==> config.mk <==
export PLATFORM = sky130hd
export DESIGN_NAME = instr_encoder_loader_flat
export DESIGN_NICKNAME = d
export VERILOG_FILES = /design/src/rtl/instr_encoder_loader_if.sv /design/src/rtl/instr_encoder_loader.sv /design/src/flat_wrapper.sv
export SDC_FILE = /design/constraint.sdc
export NUM_CORES = 1
export LEC_CHECK = 0
export ABC_AREA = 1
export BUFFER_PORTS_ARGS = -buffer_cell sky130_fd_sc_hd__buf_2
export CORE_MARGIN = 2
export CORE_UTILIZATION = 57
export DETAILED_ROUTE_END_ITERATION = 16
export PLACE_DENSITY = 0.88
export SKIP_CTS_REPAIR_TIMING = 1
export SLEW_MARGIN = 30
export SYNTH_ARGS = -nofsm -noshare
export SYNTH_HDL_FRONTEND = slang
export SYNTH_SLANG_ARGS = --single-unit
export TNS_END_PERCENT = 5
==> constraint.sdc <==
create_clock -name iCLK -period 3 [get_ports iCLK]
set_input_delay 0.3 -clock iCLK [delete_from_list [all_inputs] [get_ports iCLK]]
set_output_delay 0.3 -clock iCLK [all_outputs]
set_load 0.02 [all_outputs]
==> src/rtl/instr_encoder_loader_if.sv <==
// Host-side bundle handshake and instruction-memory write port of the
// instruction encoder/loader, grouped so the host and the loader share one bundle.
interface instr_encoder_loader_if;
  logic        iStart;
  logic        iValid;
  logic        oReady;
  logic [2:0]  iFormat;
  logic [6:0]  iOpcode;
  logic [4:0]  iRd;
  logic [4:0]  iRs1;
  logic [4:0]  iRs2;
  logic [2:0]  iFunct3;
  logic [6:0]  iFunct7;
  logic [31:0] iImm;
  logic        iDone;
  logic        oMemWe;
  logic [31:0] oMemAddr;
  logic [31:0] oMemData;
  logic [15:0] oCount;
  logic        oErr;
  logic [2:0]  oErrCode;

  // host side: drives field bundles and session control
  modport master (
    output iStart, iValid, iFormat, iOpcode, iRd, iRs1, iRs2,
           iFunct3, iFunct7, iImm, iDone,
    input  oReady, oMemWe, oMemAddr, oMemData, oCount, oErr, oErrCode
  );

  // loader side: consumes bundles and drives the memory write port
  modport slave (
    input  iStart, iValid, iFormat, iOpcode, iRd, iRs1, iRs2,
           iFunct3, iFunct7, iImm, iDone,
    output oReady, oMemWe, oMemAddr, oMemData, oCount, oErr, oErrCode
  );
endinterface

==> src/rtl/instr_encoder_loader.sv <==
// RV32I instruction encoder and sequential instruction-memory loader.
// Packs field bundles into 32-bit instruction words, range-checks the
// immediate, and writes accepted words one per cycle from BASE_ADDR.
// Optional macro ENC_SELFCHECK_EN adds a re-decode stage that compares the
// written word's immediate against the source immediate (error code 7).
module instr_encoder_loader #(
  parameter logic [31:0] BASE_ADDR   = 32'h0040_0000,
  parameter int unsigned DEPTH_WORDS = 256
) (
  input logic                         iCLK,
  input logic                         iRST,
  instr_encoder_loader_if.slave       bus
);

  localparam logic [2:0] FMT_R = 3'd0;
  localparam logic [2:0] FMT_I = 3'd1;
  localparam logic [2:0] FMT_S = 3'd2;
  localparam logic [2:0] FMT_B = 3'd3;
  localparam logic [2:0] FMT_U = 3'd4;
  localparam logic [2:0] FMT_J = 3'd5;

  localparam logic [2:0] ERR_NONE     = 3'd0;
  localparam logic [2:0] ERR_RANGE    = 3'd1;
  localparam logic [2:0] ERR_ALIGN    = 3'd2;
  localparam logic [2:0] ERR_ULOW     = 3'd3;
  localparam logic [2:0] ERR_FORMAT   = 3'd4;
  localparam logic [2:0] ERR_OVERFLOW = 3'd5;
  localparam logic [2:0] ERR_SELF     = 3'd7;

  localparam logic [15:0] DEPTH_L = 16'(DEPTH_WORDS);

  typedef enum logic [1:0] {
    ST_IDLE = 2'd0,
    ST_RUN  = 2'd1,
    ST_FULL = 2'd2
  } state_t;

  // Immediate legality: range first, then alignment, so an out-of-range odd
  // branch offset reports a range error.
  function automatic logic [2:0] imm_check(input logic [2:0] fmt, input logic [31:0] imm);
    logic signed [31:0] s;
    s = $signed(imm);
    case (fmt)
      FMT_R: imm_check = ERR_NONE;
      FMT_I, FMT_S: begin
        if (s < -32'sd2048 || s > 32'sd2047) imm_check = ERR_RANGE;
        else                                 imm_check = ERR_NONE;
      end
      FMT_B: begin
        if (s < -32'sd4096 || s > 32'sd4094) imm_check = ERR_RANGE;
        else if (imm[0] != 1'b0)             imm_check = ERR_ALIGN;
        else                                 imm_check = ERR_NONE;
      end
      FMT_J: begin
        if (s < -32'sd1048576 || s > 32'sd1048574) imm_check = ERR_RANGE;
        else if (imm[0] != 1'b0)                   imm_check = ERR_ALIGN;
        else                                       imm_check = ERR_NONE;
      end
      FMT_U: begin
        if (imm[11:0] != 12'd0) imm_check = ERR_ULOW;
        else                    imm_check = ERR_NONE;
      end
      default: imm_check = ERR_FORMAT;
    endcase
  endfunction

  // Field packing, the exact inverse of the core's immediate extraction.
  function automatic logic [31:0] encode(
    input logic [2:0]  fmt,
    input logic [6:0]  op,
    input logic [4:0]  rd,
    input logic [4:0]  rs1,
    input logic [4:0]  rs2,
    input logic [2:0]  f3,
    input logic [6:0]  f7,
    input logic [31:0] imm
  );
    case (fmt)
      FMT_R:   encode = {f7, rs2, rs1, f3, rd, op};
      FMT_I:   encode = {imm[11:0], rs1, f3, rd, op};
      FMT_S:   encode = {imm[11:5], rs2, rs1, f3, imm[4:0], op};
      FMT_B:   encode = {imm[12], imm[10:5], rs2, rs1, f3, imm[4:1], imm[11], op};
      FMT_U:   encode = {imm[31:12], rd, op};
      FMT_J:   encode = {imm[20], imm[10:1], imm[11], imm[19:12], rd, op};
      default: encode = 32'd0;
    endcase
  endfunction

  state_t      state_r;
  state_t      state_s;
  logic [31:0] ptr_r;
  logic [15:0] count_r;
  logic        mem_we_r;
  logic [31:0] mem_addr_r;
  logic [31:0] mem_data_r;
  logic        err_r;
  logic [2:0]  err_code_r;

  logic        xfer_s;
  logic [2:0]  chk_code_s;
  logic        accept_s;
  logic        last_s;
  logic [31:0] enc_word_s;
  logic        err_evt_s;
  logic [2:0]  err_evt_code_s;
  logic        sc_err_s;

  assign xfer_s     = bus.iValid && (state_r == ST_RUN);
  assign chk_code_s = imm_check(bus.iFormat, bus.iImm);
  assign enc_word_s = encode(bus.iFormat, bus.iOpcode, bus.iRd, bus.iRs1, bus.iRs2,
                             bus.iFunct3, bus.iFunct7, bus.iImm);
  // A bundle offered together with iStart is consumed by the restart, not written.
  assign accept_s   = xfer_s && !bus.iStart && (chk_code_s == ERR_NONE);
  assign last_s     = (count_r + 16'd1) == DEPTH_L;

`ifdef ENC_SELFCHECK_EN
  // Core-side immediate extraction used to re-decode the written word.
  function automatic logic [31:0] decode_imm(input logic [2:0] fmt, input logic [31:0] w);
    case (fmt)
      FMT_I:   decode_imm = {{20{w[31]}}, w[31:20]};
      FMT_S:   decode_imm = {{20{w[31]}}, w[31:25], w[11:7]};
      FMT_B:   decode_imm = {{19{w[31]}}, w[31], w[7], w[30:25], w[11:8], 1'b0};
      FMT_U:   decode_imm = {w[31:12], 12'd0};
      FMT_J:   decode_imm = {{11{w[31]}}, w[31], w[19:12], w[20], w[30:21], 1'b0};
      default: decode_imm = 32'd0;
    endcase
  endfunction

  logic        sc_pend_r;
  logic [2:0]  sc_fmt_r;
  logic [31:0] sc_imm_r;

  // Capture the source immediate alongside the word being written.
  always_ff @(posedge iCLK) begin
    if (iRST) begin
      sc_pend_r <= 1'b0;
      sc_fmt_r  <= 3'd0;
      sc_imm_r  <= 32'd0;
    end else begin
      sc_pend_r <= accept_s && (bus.iFormat != FMT_R);
      sc_fmt_r  <= bus.iFormat;
      sc_imm_r  <= (bus.iFormat == FMT_U) ? {bus.iImm[31:12], 12'd0} : bus.iImm;
    end
  end

  assign sc_err_s = sc_pend_r && (decode_imm(sc_fmt_r, mem_data_r) != sc_imm_r);
`else
  assign sc_err_s = 1'b0;
`endif

  // Next-state selection; iStart overrides iDone and restarts from any state.
  always_comb begin
    state_s = state_r;
    case (state_r)
      ST_IDLE: begin
        if (bus.iStart) state_s = ST_RUN;
        else            state_s = ST_IDLE;
      end
      ST_RUN: begin
        if (bus.iStart)              state_s = ST_RUN;
        else if (bus.iDone)          state_s = ST_IDLE;
        else if (accept_s && last_s) state_s = ST_FULL;
        else                         state_s = ST_RUN;
      end
      ST_FULL: begin
        if (bus.iStart)     state_s = ST_RUN;
        else if (bus.iDone) state_s = ST_IDLE;
        else                state_s = ST_FULL;
      end
      default: state_s = ST_IDLE;
    endcase
  end

  // Error event of this cycle; an earlier word's self-check result goes first.
  always_comb begin
    err_evt_s      = 1'b0;
    err_evt_code_s = ERR_NONE;
    if (sc_err_s) begin
      err_evt_s      = 1'b1;
      err_evt_code_s = ERR_SELF;
    end else if (xfer_s && (chk_code_s != ERR_NONE)) begin
      err_evt_s      = 1'b1;
      err_evt_code_s = chk_code_s;
    end else if ((state_r == ST_FULL) && bus.iValid) begin
      err_evt_s      = 1'b1;
      err_evt_code_s = ERR_OVERFLOW;
    end else begin
      err_evt_s      = 1'b0;
      err_evt_code_s = ERR_NONE;
    end
  end

  // Session state register.
  always_ff @(posedge iCLK) begin
    if (iRST) state_r <= ST_IDLE;
    else      state_r <= state_s;
  end

  // Write port: an accepted bundle becomes a write strobe in the next cycle.
  always_ff @(posedge iCLK) begin
    if (iRST) begin
      mem_we_r   <= 1'b0;
      mem_addr_r <= BASE_ADDR;
      mem_data_r <= 32'd0;
    end else begin
      mem_we_r <= accept_s;
      if (accept_s) begin
        mem_addr_r <= ptr_r;
        mem_data_r <= enc_word_s;
      end
    end
  end

  // Write pointer and word count; a restart rewinds both.
  always_ff @(posedge iCLK) begin
    if (iRST) begin
      ptr_r   <= BASE_ADDR;
      count_r <= 16'd0;
    end else if (bus.iStart) begin
      ptr_r   <= BASE_ADDR;
      count_r <= 16'd0;
    end else if (accept_s) begin
      ptr_r   <= ptr_r + 32'd4;
      count_r <= count_r + 16'd1;
    end
  end

  // Sticky error flag with first-cause code; cleared only by a restart.
  always_ff @(posedge iCLK) begin
    if (iRST) begin
      err_r      <= 1'b0;
      err_code_r <= ERR_NONE;
    end else if (bus.iStart) begin
      err_r      <= 1'b0;
      err_code_r <= ERR_NONE;
    end else if (err_evt_s && !err_r) begin
      err_r      <= 1'b1;
      err_code_r <= err_evt_code_s;
    end
  end

  assign bus.oReady   = (state_r == ST_RUN);
  // A write pending across a reset is suppressed in the reset cycle itself.
  assign bus.oMemWe   = mem_we_r && !iRST;
  assign bus.oMemAddr = mem_addr_r;
  assign bus.oMemData = mem_data_r;
  assign bus.oCount   = count_r;
  assign bus.oErr     = err_r;
  assign bus.oErrCode = err_code_r;

endmodule

==> src/flat_wrapper.sv <==
// flat-port wrapper written by rule: the top's interface ports become plain ports
module instr_encoder_loader_flat 
#(
  parameter logic [31:0] BASE_ADDR   = 32'h0040_0000,
  parameter int unsigned DEPTH_WORDS = 256
)
  (iCLK, iRST, bus_iStart, bus_iValid, bus_iFormat, bus_iOpcode, bus_iRd, bus_iRs1, bus_iRs2, bus_iFunct3, bus_iFunct7, bus_iImm, bus_iDone, bus_oReady, bus_oMemWe, bus_oMemAddr, bus_oMemData, bus_oCount, bus_oErr, bus_oErrCode);
  instr_encoder_loader_if bus_i ();
  input logic iCLK;
  input logic iRST;
  input wire logic [$bits(bus_i.iStart)-1:0] bus_iStart;
  input wire logic [$bits(bus_i.iValid)-1:0] bus_iValid;
  input wire logic [$bits(bus_i.iFormat)-1:0] bus_iFormat;
  input wire logic [$bits(bus_i.iOpcode)-1:0] bus_iOpcode;
  input wire logic [$bits(bus_i.iRd)-1:0] bus_iRd;
  input wire logic [$bits(bus_i.iRs1)-1:0] bus_iRs1;
  input wire logic [$bits(bus_i.iRs2)-1:0] bus_iRs2;
  input wire logic [$bits(bus_i.iFunct3)-1:0] bus_iFunct3;
  input wire logic [$bits(bus_i.iFunct7)-1:0] bus_iFunct7;
  input wire logic [$bits(bus_i.iImm)-1:0] bus_iImm;
  input wire logic [$bits(bus_i.iDone)-1:0] bus_iDone;
  output wire logic [$bits(bus_i.oReady)-1:0] bus_oReady;
  output wire logic [$bits(bus_i.oMemWe)-1:0] bus_oMemWe;
  output wire logic [$bits(bus_i.oMemAddr)-1:0] bus_oMemAddr;
  output wire logic [$bits(bus_i.oMemData)-1:0] bus_oMemData;
  output wire logic [$bits(bus_i.oCount)-1:0] bus_oCount;
  output wire logic [$bits(bus_i.oErr)-1:0] bus_oErr;
  output wire logic [$bits(bus_i.oErrCode)-1:0] bus_oErrCode;
  assign bus_i.iStart = bus_iStart;
  assign bus_i.iValid = bus_iValid;
  assign bus_i.iFormat = bus_iFormat;
  assign bus_i.iOpcode = bus_iOpcode;
  assign bus_i.iRd = bus_iRd;
  assign bus_i.iRs1 = bus_iRs1;
  assign bus_i.iRs2 = bus_iRs2;
  assign bus_i.iFunct3 = bus_iFunct3;
  assign bus_i.iFunct7 = bus_iFunct7;
  assign bus_i.iImm = bus_iImm;
  assign bus_i.iDone = bus_iDone;
  assign bus_oReady = bus_i.oReady;
  assign bus_oMemWe = bus_i.oMemWe;
  assign bus_oMemAddr = bus_i.oMemAddr;
  assign bus_oMemData = bus_i.oMemData;
  assign bus_oCount = bus_i.oCount;
  assign bus_oErr = bus_i.oErr;
  assign bus_oErrCode = bus_i.oErrCode;
  instr_encoder_loader #(.BASE_ADDR(BASE_ADDR), .DEPTH_WORDS(DEPTH_WORDS)) u_core (.iCLK(iCLK), .iRST(iRST), .bus(bus_i));
endmodule
==> reports/results.ini, run 1 <==
[placement]
dp_hpwl_um = 11960
gp_congestion = 1.013
port_buffers = 155
place_inst = 1140
dpl_worst_slack_ns = 0.4857
dpl_cell_area_sq_um = 6686

[power]
p_total_mw = 4.190
p_per_area_nw_per_um2 = 567.9
ir_worst_vdd_mv = 0.3163
p_leak_nw = 3.229

[detailed_routing]
vias = 6438
dr.pass1.iters = 7
routedWlPerCell_um = 14.64
via_per_inst = 5.488
drc = 0
totalWireLength_um = 17170
first_iter_violations = 593
antenna_left = 0

[yosys]
yosysSeqAreaShare = 0.3912
ys_top_cells_by_area = dfxtp_1 (39%), nand2_1 (13%), nor2_1 (9.1%)
synth_edf_count = 0
synthesis.area_sq_um = 5884
ys_top_cells_by_count = nand2_1 (199), nor2_1 (142), dfxtp_1 (115)
syn_avg_cell_area_sq_um = 6.702
ys_warn_count = 0
yosysMostFrequentCell = nand2_1
synth_cells = 878
async_flop_share = 0
synth.largest_area_cell = dfxtp_1
synth_flop_cell = dfxtp_1
synth_top_area_frac = 0.3912
synth-seq-cells = 115
synth_cell_type_count = 37

[floorplanning]
die_area_sq_um = 11150
start_util = 0.5778
io_pins = 158
dieHeight_um = 105.6
rows = 37
die_w_um = 105.6
coreArea_sq_um = 10180

[global_routing]
grt_overflow = 0
grt_max_degree = 78
antenna_found_initial = 0
grt_pass1_wl_um = 28330
grtUsageTotal = 0.3122
grt_pass1_vias = 5977

[timing]
fmax_ghz = 0.4120
fin_skew_ns = 0.006740
finalSetupTns_ns = 0
worstMarginPinSlew_ns = 0.8075
rsz0062_at_grt = no
setup_ws_ns = 0.5729
slew_violations = 0
max-slew-margin-rel = 0.4611
fin_crit_sh = 0.8090
setup_violations = 0
fin_crit_ns = 2.427
hold_viol = 0

[flow_run]
maxCapViolCount = 0

[layout]
final_nets = 1099
drive_gt1_frac = 0.1929
final_area_sq_um = 7377
final.fill_count = 854
area.growth.synth_to_final_pct = 25.37
final_cells = 1173
num_antenna_cells = 0

[min_path]
hp-class = in2reg
hold-path-cell-count = 3

[critical_path]
crit_path_end_kind = flip-flop
r2r_slack_ns = 0.57
start_kind = flip-flop
crit_type = reg2reg
cp.depth = 11
cp_slowest_cell = dfxtp_1
cp_num_buf_inv = 0
reg2reg_depth = 11
path_delay_family = simple AND/OR/NAND/NOR gates
cp_max_fo = 5
cp_slowest_stage_delay_ns = 0.42
cp_cell_sequence = ha_1 > nand2_1 > nor2_1 > nand3_1 > o21ai_0 > nand2_1 > nor2_1 > nand3_1 > nor3_1 > nand3_1 > a211oi_1
worstPathArrival_ns = 2.84
crit_top_cell = nand3_1
cp.required_ns = 3.42

[clocking]
cts_sinks = 115
numCtsBuffers = 17
cts_buffer_depth = 2
clk_latency_ns = 0.52
cts_root_buffer = clkbuf_8
clk_pin_slew_ns = 0.06
cts_tree = done
h-tree-depth = 4

[outcome]
status = complete, no violations

[metal layers]
layer,vias up,share of wire,global-route usage
met1,2970,0.44,0.4124
met5,-,0,0
li1,3173,-,-
met4,0,0.021,0.09962
met3,39,0.069,0.06184
met2,256,0.47,0.5143
[final timing paths]
kind                     startpoint                endpoint
max reg2reg    u_core.bus.oCount[0]       u_core.state_r[1]
min                  bus_iOpcode[1]  u_core.bus.oMemData[1]
max            u_core.bus.oCount[0]       u_core.state_r[1]
min reg2reg  u_core.bus.oMemAddr[2]  u_core.bus.oMemAddr[2]
[metrics by stage]
stage          hold WS, ns  utilization
2_1_floorplan       0.3691            -
3_3_place_gp        0.4501       0.6565
3_5_place_dp        0.4517       0.6565
4_1_cts           -0.03292       0.7233
5_1_grt            0.03858       0.7243
6_report           0.03173       0.7243
[registers in the layout (all words and copies together), names as in the netlist]
register,count
u_core.bus.oCount,16
u_core.bus.oErr,1
u_core.bus.oErrCode,3
u_core.bus.oMemAddr,30
u_core.bus.oMemData,32
u_core.mem_we_r,1
u_core.ptr_r,30
u_core.state_r,2
[final cells by class]
class | count | area (sq um) | area share
clock buffer | 20 | 455.4 | 0.06174
clock inverter | 12 | 225.2 | 0.03053
inverter | 76 | 286.5 | 0.03884
multi-input combinational | 652 | 3082 | 0.4177
sequential | 115 | 2302 | 0.3121
tap | 136 | 170.2 | 0.02307
timing repair buffer | 162 | 855.8 | 0.1160
[power by group]
part           internal [mW]  total [mW]  switching, mW
clock                   1.59        2.32          0.739
sequential              1.55        1.56         0.0134
combinational          0.104       0.301          0.197
[cells by family after synthesis]
logic type      share of synthesized area
fa+ha+maj                        0.006380
xor+xnor                          0.04465
buf+inv                           0.08569
compound gates                     0.1686
other cells                     0.0006373
simple gates                       0.3028
flops                              0.3912
[placed cells by master, fill, tap and decap left out, types with 2 or more instances in the layout]
| cell | n |
|---|---|
| a21boi_0 | 3 |
| a21oi_1 | 79 |
| a221oi_1 | 2 |
| a22oi_1 | 9 |
| buf_12 | 2 |
| buf_2 | 155 |
| buf_4 | 4 |
| bufinv_16 | 6 |
| clkbuf_16 | 16 |
| clkbuf_8 | 4 |
| clkinv_2 | 2 |
| clkinvlp_4 | 3 |
| conb_1 | 2 |
| dfxtp_1 | 115 |
| ha_1 | 3 |
| inv_1 | 75 |
| nand2_1 | 199 |
| nand3_1 | 41 |
| nand4_1 | 14 |
| nor2_1 | 142 |
| nor2_2 | 2 |
| nor3_1 | 20 |
| nor4_1 | 7 |
| o211ai_1 | 4 |
| o21ai_0 | 69 |
| o21ai_1 | 15 |
| xnor2_1 | 6 |
| xor2_1 | 24 |
[worst reg2reg max path, stage by stage (launching register included)]
cell,delay [ns]
dfxtp_1,0.42
ha_1,0.22
nand2_1,0.09
nor2_1,0.31
nand3_1,0.17
o21ai_0,0.22
nand2_1,0.10
nor2_1,0.12
nand3_1,0.09
nor3_1,0.22
nand3_1,0.15
a211oi_1,0.23
Note: power is estimated with default switching activity, not from simulation.
==> run 2, diff against run 1 <==
--- a/config.mk
+++ b/config.mk
@@ -8,9 +8,9 @@
 export ABC_AREA = 1
 export BUFFER_PORTS_ARGS = -buffer_cell sky130_fd_sc_hd__buf_2
 export CORE_MARGIN = 2
-export CORE_UTILIZATION = 57
+export CORE_UTILIZATION = 53
 export DETAILED_ROUTE_END_ITERATION = 16
-export PLACE_DENSITY = 0.88
+export PLACE_DENSITY = 0.82
 export SKIP_CTS_REPAIR_TIMING = 1
 export SLEW_MARGIN = 30
 export SYNTH_ARGS = -nofsm -noshare
==> constraint.sdc (replaced) <==
create_clock -name iCLK -period 2.3 [get_ports iCLK]
set_input_delay 0.23 -clock iCLK [delete_from_list [all_inputs] [get_ports iCLK]]
set_output_delay 0.23 -clock iCLK [all_outputs]
set_load 0.02 [all_outputs]
==> reports/results.ini, run 2 (synthesis results as in run 1) <==
[power]
ir_worst_vdd_mv = 0.4475  ; +41%
p_total_mw = 5.117  ; +22%
p_leak_nw = 3.286  ; +1.8%
p_per_area_nw_per_um2 = 681.9  ; +20%

[critical_path]
crit_path_end_kind = flip-flop
cp.required_ns = 2.70  ; -0.72 ns
cp_slowest_stage_delay_ns = 0.35  ; -0.07 ns
cp_max_fo = 3  ; -2
cp_cell_sequence = ha_1 > nand2_1 > nor3_1 > nand3_1 > nand2_1 > nand2_1 > nor2_1 > nand3_1 > nor3_2 > nand3_1 > a21oi_1 > nor2_1
cp_num_buf_inv = 0  ; unchanged
start_kind = flip-flop
worstPathArrival_ns = 2.49  ; -0.35 ns
crit_type = reg2reg
cp_slowest_cell = dfxtp_1
path_delay_family = simple AND/OR/NAND/NOR gates

[layout]
area.growth.synth_to_final_pct = 27.54
layout_commonest_cell = nand2_1
num_antenna_cells = 0  ; unchanged
largest_reg_flops = 32  ; unchanged
final_cell_mix = nand2_1 (199), buf_2 (155), nor2_1 (141)
final_cells = 1197  ; +2.0%
final_nets = 1119  ; +1.8%
drive_gt1_frac = 0.2044  ; +0.01149

[timing]
fin_hold_ws_ns = -0.009585  ; -0.04132 ns
fin_skew_ns = 0.01045  ; +0.003710 ns
worstMarginPinSlew_ns = 0.5498  ; -0.2577 ns
fin_crit_sh = 0.9066  ; +0.09754
fin_crit_ns = 2.085  ; -0.3420 ns
hold_viol = 3  ; +3
max-slew-margin-rel = 0.6335  ; +0.1724
finalSetupTns_ns = 0  ; unchanged
slew_violations = 0  ; unchanged
fmax_ghz = 0.4796  ; +16%
setup_violations = 0  ; unchanged

[outcome]
status = finished with violations
failed_checks = negative hold slack

[floorplanning]
start_util = 0.5428  ; -0.03494
die_area_sq_um = 11960  ; +7.3%
die_w_um = 109.4  ; +3.6%
io_pins = 158  ; unchanged
dieHeight_um = 109.4  ; +3.6%
rows = 38  ; +2.7%
coreArea_sq_um = 10840  ; +6.4%

[clocking]
cts_buffer_depth = 2  ; unchanged
cts_sinks = 115  ; unchanged
cts_tree = done
numCtsBuffers = 17  ; unchanged
clk_pin_slew_ns = 0.06  ; about the same
h-tree-depth = 4  ; unchanged
clk_latency_ns = 0.52  ; about the same
cts_root_buffer = clkbuf_8

[detailed_routing]
totalWireLength_um = 16640  ; -3.1%
first_iter_violations = 648  ; +9.3%
drc = 0  ; unchanged
vias = 6327  ; -1.7%
dr.pass1.iters = 6  ; -1
antenna_left = 0  ; unchanged
routedWlPerCell_um = 13.90  ; -5.0%
via_per_inst = 5.286  ; -3.7%

[global_routing]
antenna_found_initial = 0  ; unchanged
grt_pass1_wl_um = 27010  ; -4.7%
grtUsageTotal = 0.2845  ; -0.02766
grt_pass1_vias = 5762  ; -3.6%
grt_max_degree = 78  ; unchanged
grt_overflow = 0  ; unchanged

[placement]
gp_congestion = 0.9481  ; -6.4%
place_inst = 1158  ; +1.6%
dp_hpwl_um = 11990  ; +0.22%
port_buffers = 155  ; unchanged

[min_path]
hp-class = in2reg

[flow_run]
maxCapViolCount = 0  ; unchanged

[run 2: changes by cell type in the layout (fill, tap and decap cells not counted), sizes merged]
cell,delta
buf,+14
dlygate4sd3,+6
bufinv,-3
clkinvlp,+2
clkinv,+1
[run 2: worst min-delay path, stage by stage]
cell and delay (ns):
buf_2 0.09, nand3_1 0.07, a21oi_1 0.06
[run 2: where the power goes]
part           internal, mW  switching [mW]  total (mW)
sequential             2.02          0.0165        2.04
clock                  1.71           0.960        2.67
combinational         0.152           0.258       0.411
total                  3.88            1.23        5.12
[run 2: through the flow]
stage / util / setup WS, ns / area, sq um
CTS: 0.6847 / 0.04163 / 7422
global route: 0.6923 / -0.0007383 / 7505
global placement: 0.6293 / 0.1245 / 6822
floorplan: - / 0.2562 / 5888
detailed placement: 0.6293 / 0.04274 / 6822
finish: 0.6923 / 0.2149 / 7505
[run 2: path summary, 6_finish.rpt]
check | from | endpoint | slack (ns) | cells past startpoint
worst min-delay path | bus_iOpcode[6] | u_core.bus.oMemData[6] | -0.01 | 3
worst min register to register | u_core.bus.oMemAddr[2] | u_core.bus.oMemAddr[2] | 0.47 | 2
worst max-delay path | u_core.bus.oCount[1] | u_core.state_r[0] | 0.21 | 12
worst max register to register | u_core.bus.oCount[1] | u_core.state_r[0] | 0.21 | 12
[run 2: cell type report]
| cell class | count | area [sq um] |
|---|---|---|
| clock buffer | 20 | 445.4 |
| clock inverter | 12 | 155.1 |
| fill | 935 | 3336 |
| inverter | 76 | 286.5 |
| multi-input combinational | 652 | 3094 |
| sequential | 115 | 2302 |
| tap | 140 | 175.2 |
| timing repair buffer | 182 | 1046 |
[run 2: metal layers]
metal	vias to the layer above	share of wire	global-route usage
met5	-	0	0
met4	0	0.026	0.1031
met3	42	0.070	0.06461
met2	239	0.45	0.4502
met1	2832	0.45	0.3804
li1	3214	-	-
==> run 3, diff against run 2 <==
--- a/config.mk
+++ b/config.mk
@@ -10,6 +10,7 @@
 export CORE_MARGIN = 2
 export CORE_UTILIZATION = 53
 export DETAILED_ROUTE_END_ITERATION = 16
+export MAX_ROUTING_LAYER = met4
 export PLACE_DENSITY = 0.82
 export SKIP_CTS_REPAIR_TIMING = 1
 export SLEW_MARGIN = 30
==> reports/results.ini, run 3 (synthesis results as in run 1) <==
[critical_path]
r2r_end = u_core.ptr_r[20]
crit_top_cell = inv_1
crit_path_end_kind = flip-flop
cp.required_ns = 2.70  ; about the same
cp_max_fo = 4  ; +1
r2r_slack_ns = 0.27  ; +0.05 ns
start_kind = flip-flop
cp_cell_sequence = ha_1 > inv_1 > nor3_2 > inv_1 > nor2_2 > nand3_1 > buf_4 > nor2_1 > nand4_1 > o21ai_0 > a21oi_1
worstPathArrival_ns = 2.43  ; -0.06 ns
path_delay_family = simple AND/OR/NAND/NOR gates
cp_slowest_stage_delay_ns = 0.35  ; about the same
reg2reg_from = u_core.ptr_r[2]
crit_type = reg2reg
cp_slowest_cell = dfxtp_1
reg2reg_depth = 11  ; -1
cp_num_buf_inv = 3  ; +3

[timing]
fin_crit_sh = 0.8846  ; -0.02195
slew_violations = 0  ; unchanged
setup_violations = 0  ; unchanged
finalSetupTns_ns = 0  ; unchanged
rsz0062_at_grt = no
worstMarginPinSlew_ns = 0.6311  ; +0.08128 ns
max-slew-margin-rel = 0.5788  ; -0.05465
hold_viol = 0  ; -3
fmax_ghz = 0.4915  ; +2.5%
fin_skew_ns = 0.01012  ; -0.0003324 ns
fin_crit_ns = 2.035  ; -0.05048 ns

[detailed_routing]
vias = 6437  ; +1.7%
via_per_inst = 5.360  ; +1.4%
first_iter_violations = 586  ; -9.6%
totalWireLength_um = 16810  ; +0.97%
dr.pass1.iters = 5  ; -1
drc = 0  ; unchanged
routedWlPerCell_um = 13.99  ; +0.64%
antenna_left = 0  ; unchanged

[clocking]
cts_buffer_depth = 2  ; unchanged
cts_tree = done
cts_sinks = 115  ; unchanged
clk_latency_ns = 0.52  ; about the same
numCtsBuffers = 17  ; unchanged
cts_root_buffer = clkbuf_8
clk_pin_slew_ns = 0.06  ; about the same
h-tree-depth = 4  ; unchanged

[layout]
drive_gt1_frac = 0.2064  ; +0.002057
layout_commonest_cell = nand2_1
num_antenna_cells = 0  ; unchanged
final_cell_mix = nand2_1 (199), buf_2 (155), nor2_1 (140)
final_nets = 1123  ; +0.36%
final_cells = 1201  ; +0.33%
area.growth.synth_to_final_pct = 27.96
final_area_sq_um = 7530  ; +0.33%
largest_reg_flops = 32  ; unchanged

[placement]
port_buffers = 155  ; unchanged
dpl_cell_area_sq_um = 6829  ; +0.11%
place_inst = 1159  ; +0.086%
dp_hpwl_um = 12200  ; +1.8%
gp_congestion = 0.9720  ; +2.5%

[floorplanning]
coreArea_sq_um = 10840  ; unchanged
rows = 38  ; unchanged
die_w_um = 109.4  ; unchanged
start_util = 0.5428  ; unchanged
io_pins = 158  ; unchanged
die_area_sq_um = 11960  ; unchanged
dieHeight_um = 109.4  ; unchanged

[min_path]
hp-start = bus_iOpcode[4]
hold-path-cell-count = 3  ; unchanged
hp-class = in2reg
holdPathEnd = u_core.bus.oMemData[4]

[global_routing]
grt_overflow = 0  ; unchanged
antenna_found_initial = 0  ; unchanged
grt_max_degree = 78  ; unchanged
grt_pass1_wl_um = 26660  ; -1.3%
grtUsageTotal = 0.2938  ; +0.009315
grt_pass1_vias = 5667  ; -1.6%

[power]
ir_worst_vdd_mv = 0.5839  ; +30%
p_leak_nw = 3.298  ; +0.36%
p_total_mw = 5.025  ; -1.8%
p_per_area_nw_per_um2 = 667.3  ; -2.1%

[flow_run]
maxCapViolCount = 0  ; unchanged

[outcome]
status = complete, no violations

[run 3: layer usage]
metal	global-route usage	share of wire
met1	0.3720	0.44
met2	0.4466	0.46
met3	0.08062	0.071
met4	0.1148	0.029
met5	-	0
[run 3: worst max-delay path by stage]
stage                               from                    to  slack (ns)  cells past startpoint
finish                   u_core.ptr_r[2]      u_core.ptr_r[20]        0.27                     11
global route        u_core.bus.oCount[1]     u_core.state_r[1]        0.03                     11
CTS                 u_core.bus.oCount[1]     u_core.state_r[0]        0.14                     12
detailed placement          bus_iImm[15]  u_core.bus.oCount[7]        0.07                     15
global placement    u_core.bus.oCount[0]     u_core.state_r[0]        0.13                     12
floorplan           u_core.bus.oCount[1]     u_core.state_r[0]        0.26                     12
[run 3: power breakdown]
| part | internal (mW) | switching [mW] | leakage [nW] | total (mW) |
|---|---|---|---|---|
| registers | 2.02 | 0.0163 | 0.928 | 2.04 |
| logic | 0.156 | 0.259 | 2.10 | 0.415 |
| clock network | 1.56 | 1.01 | 0.274 | 2.57 |
[run 3: stage by stage]
| step | setup WS, ns | hold WS, ns | utilization |
|---|---|---|---|
| after floorplan | 0.2562 | 0.2991 | - |
| after global placement | 0.1264 | 0.4383 | 0.6300 |
| after detailed placement | 0.06986 | 0.4412 | 0.6300 |
| after CTS | 0.1373 | -0.1033 | 0.6840 |
| after global routing | 0.03280 | 0.001008 | 0.6946 |
| final | 0.2653 | 0.01268 | 0.6946 |
[run 3: worst min-delay path, cell delays in order]
cell and delay, ns:
buf_2 0.08, a21oi_1 0.05, nor2_1 0.12
[run 3: layout make-up]
class | count | area [sq um]
Timing Repair Buffer | 186 | 1084
Clock inverter | 15 | 171.4
Fill cell | 947 | 3311
Clock buffer | 17 | 414.1
Multi-Input combinational cell | 652 | 3097
Tap cell | 140 | 175.2
Sequential cell | 115 | 2302
Inverter | 76 | 286.5
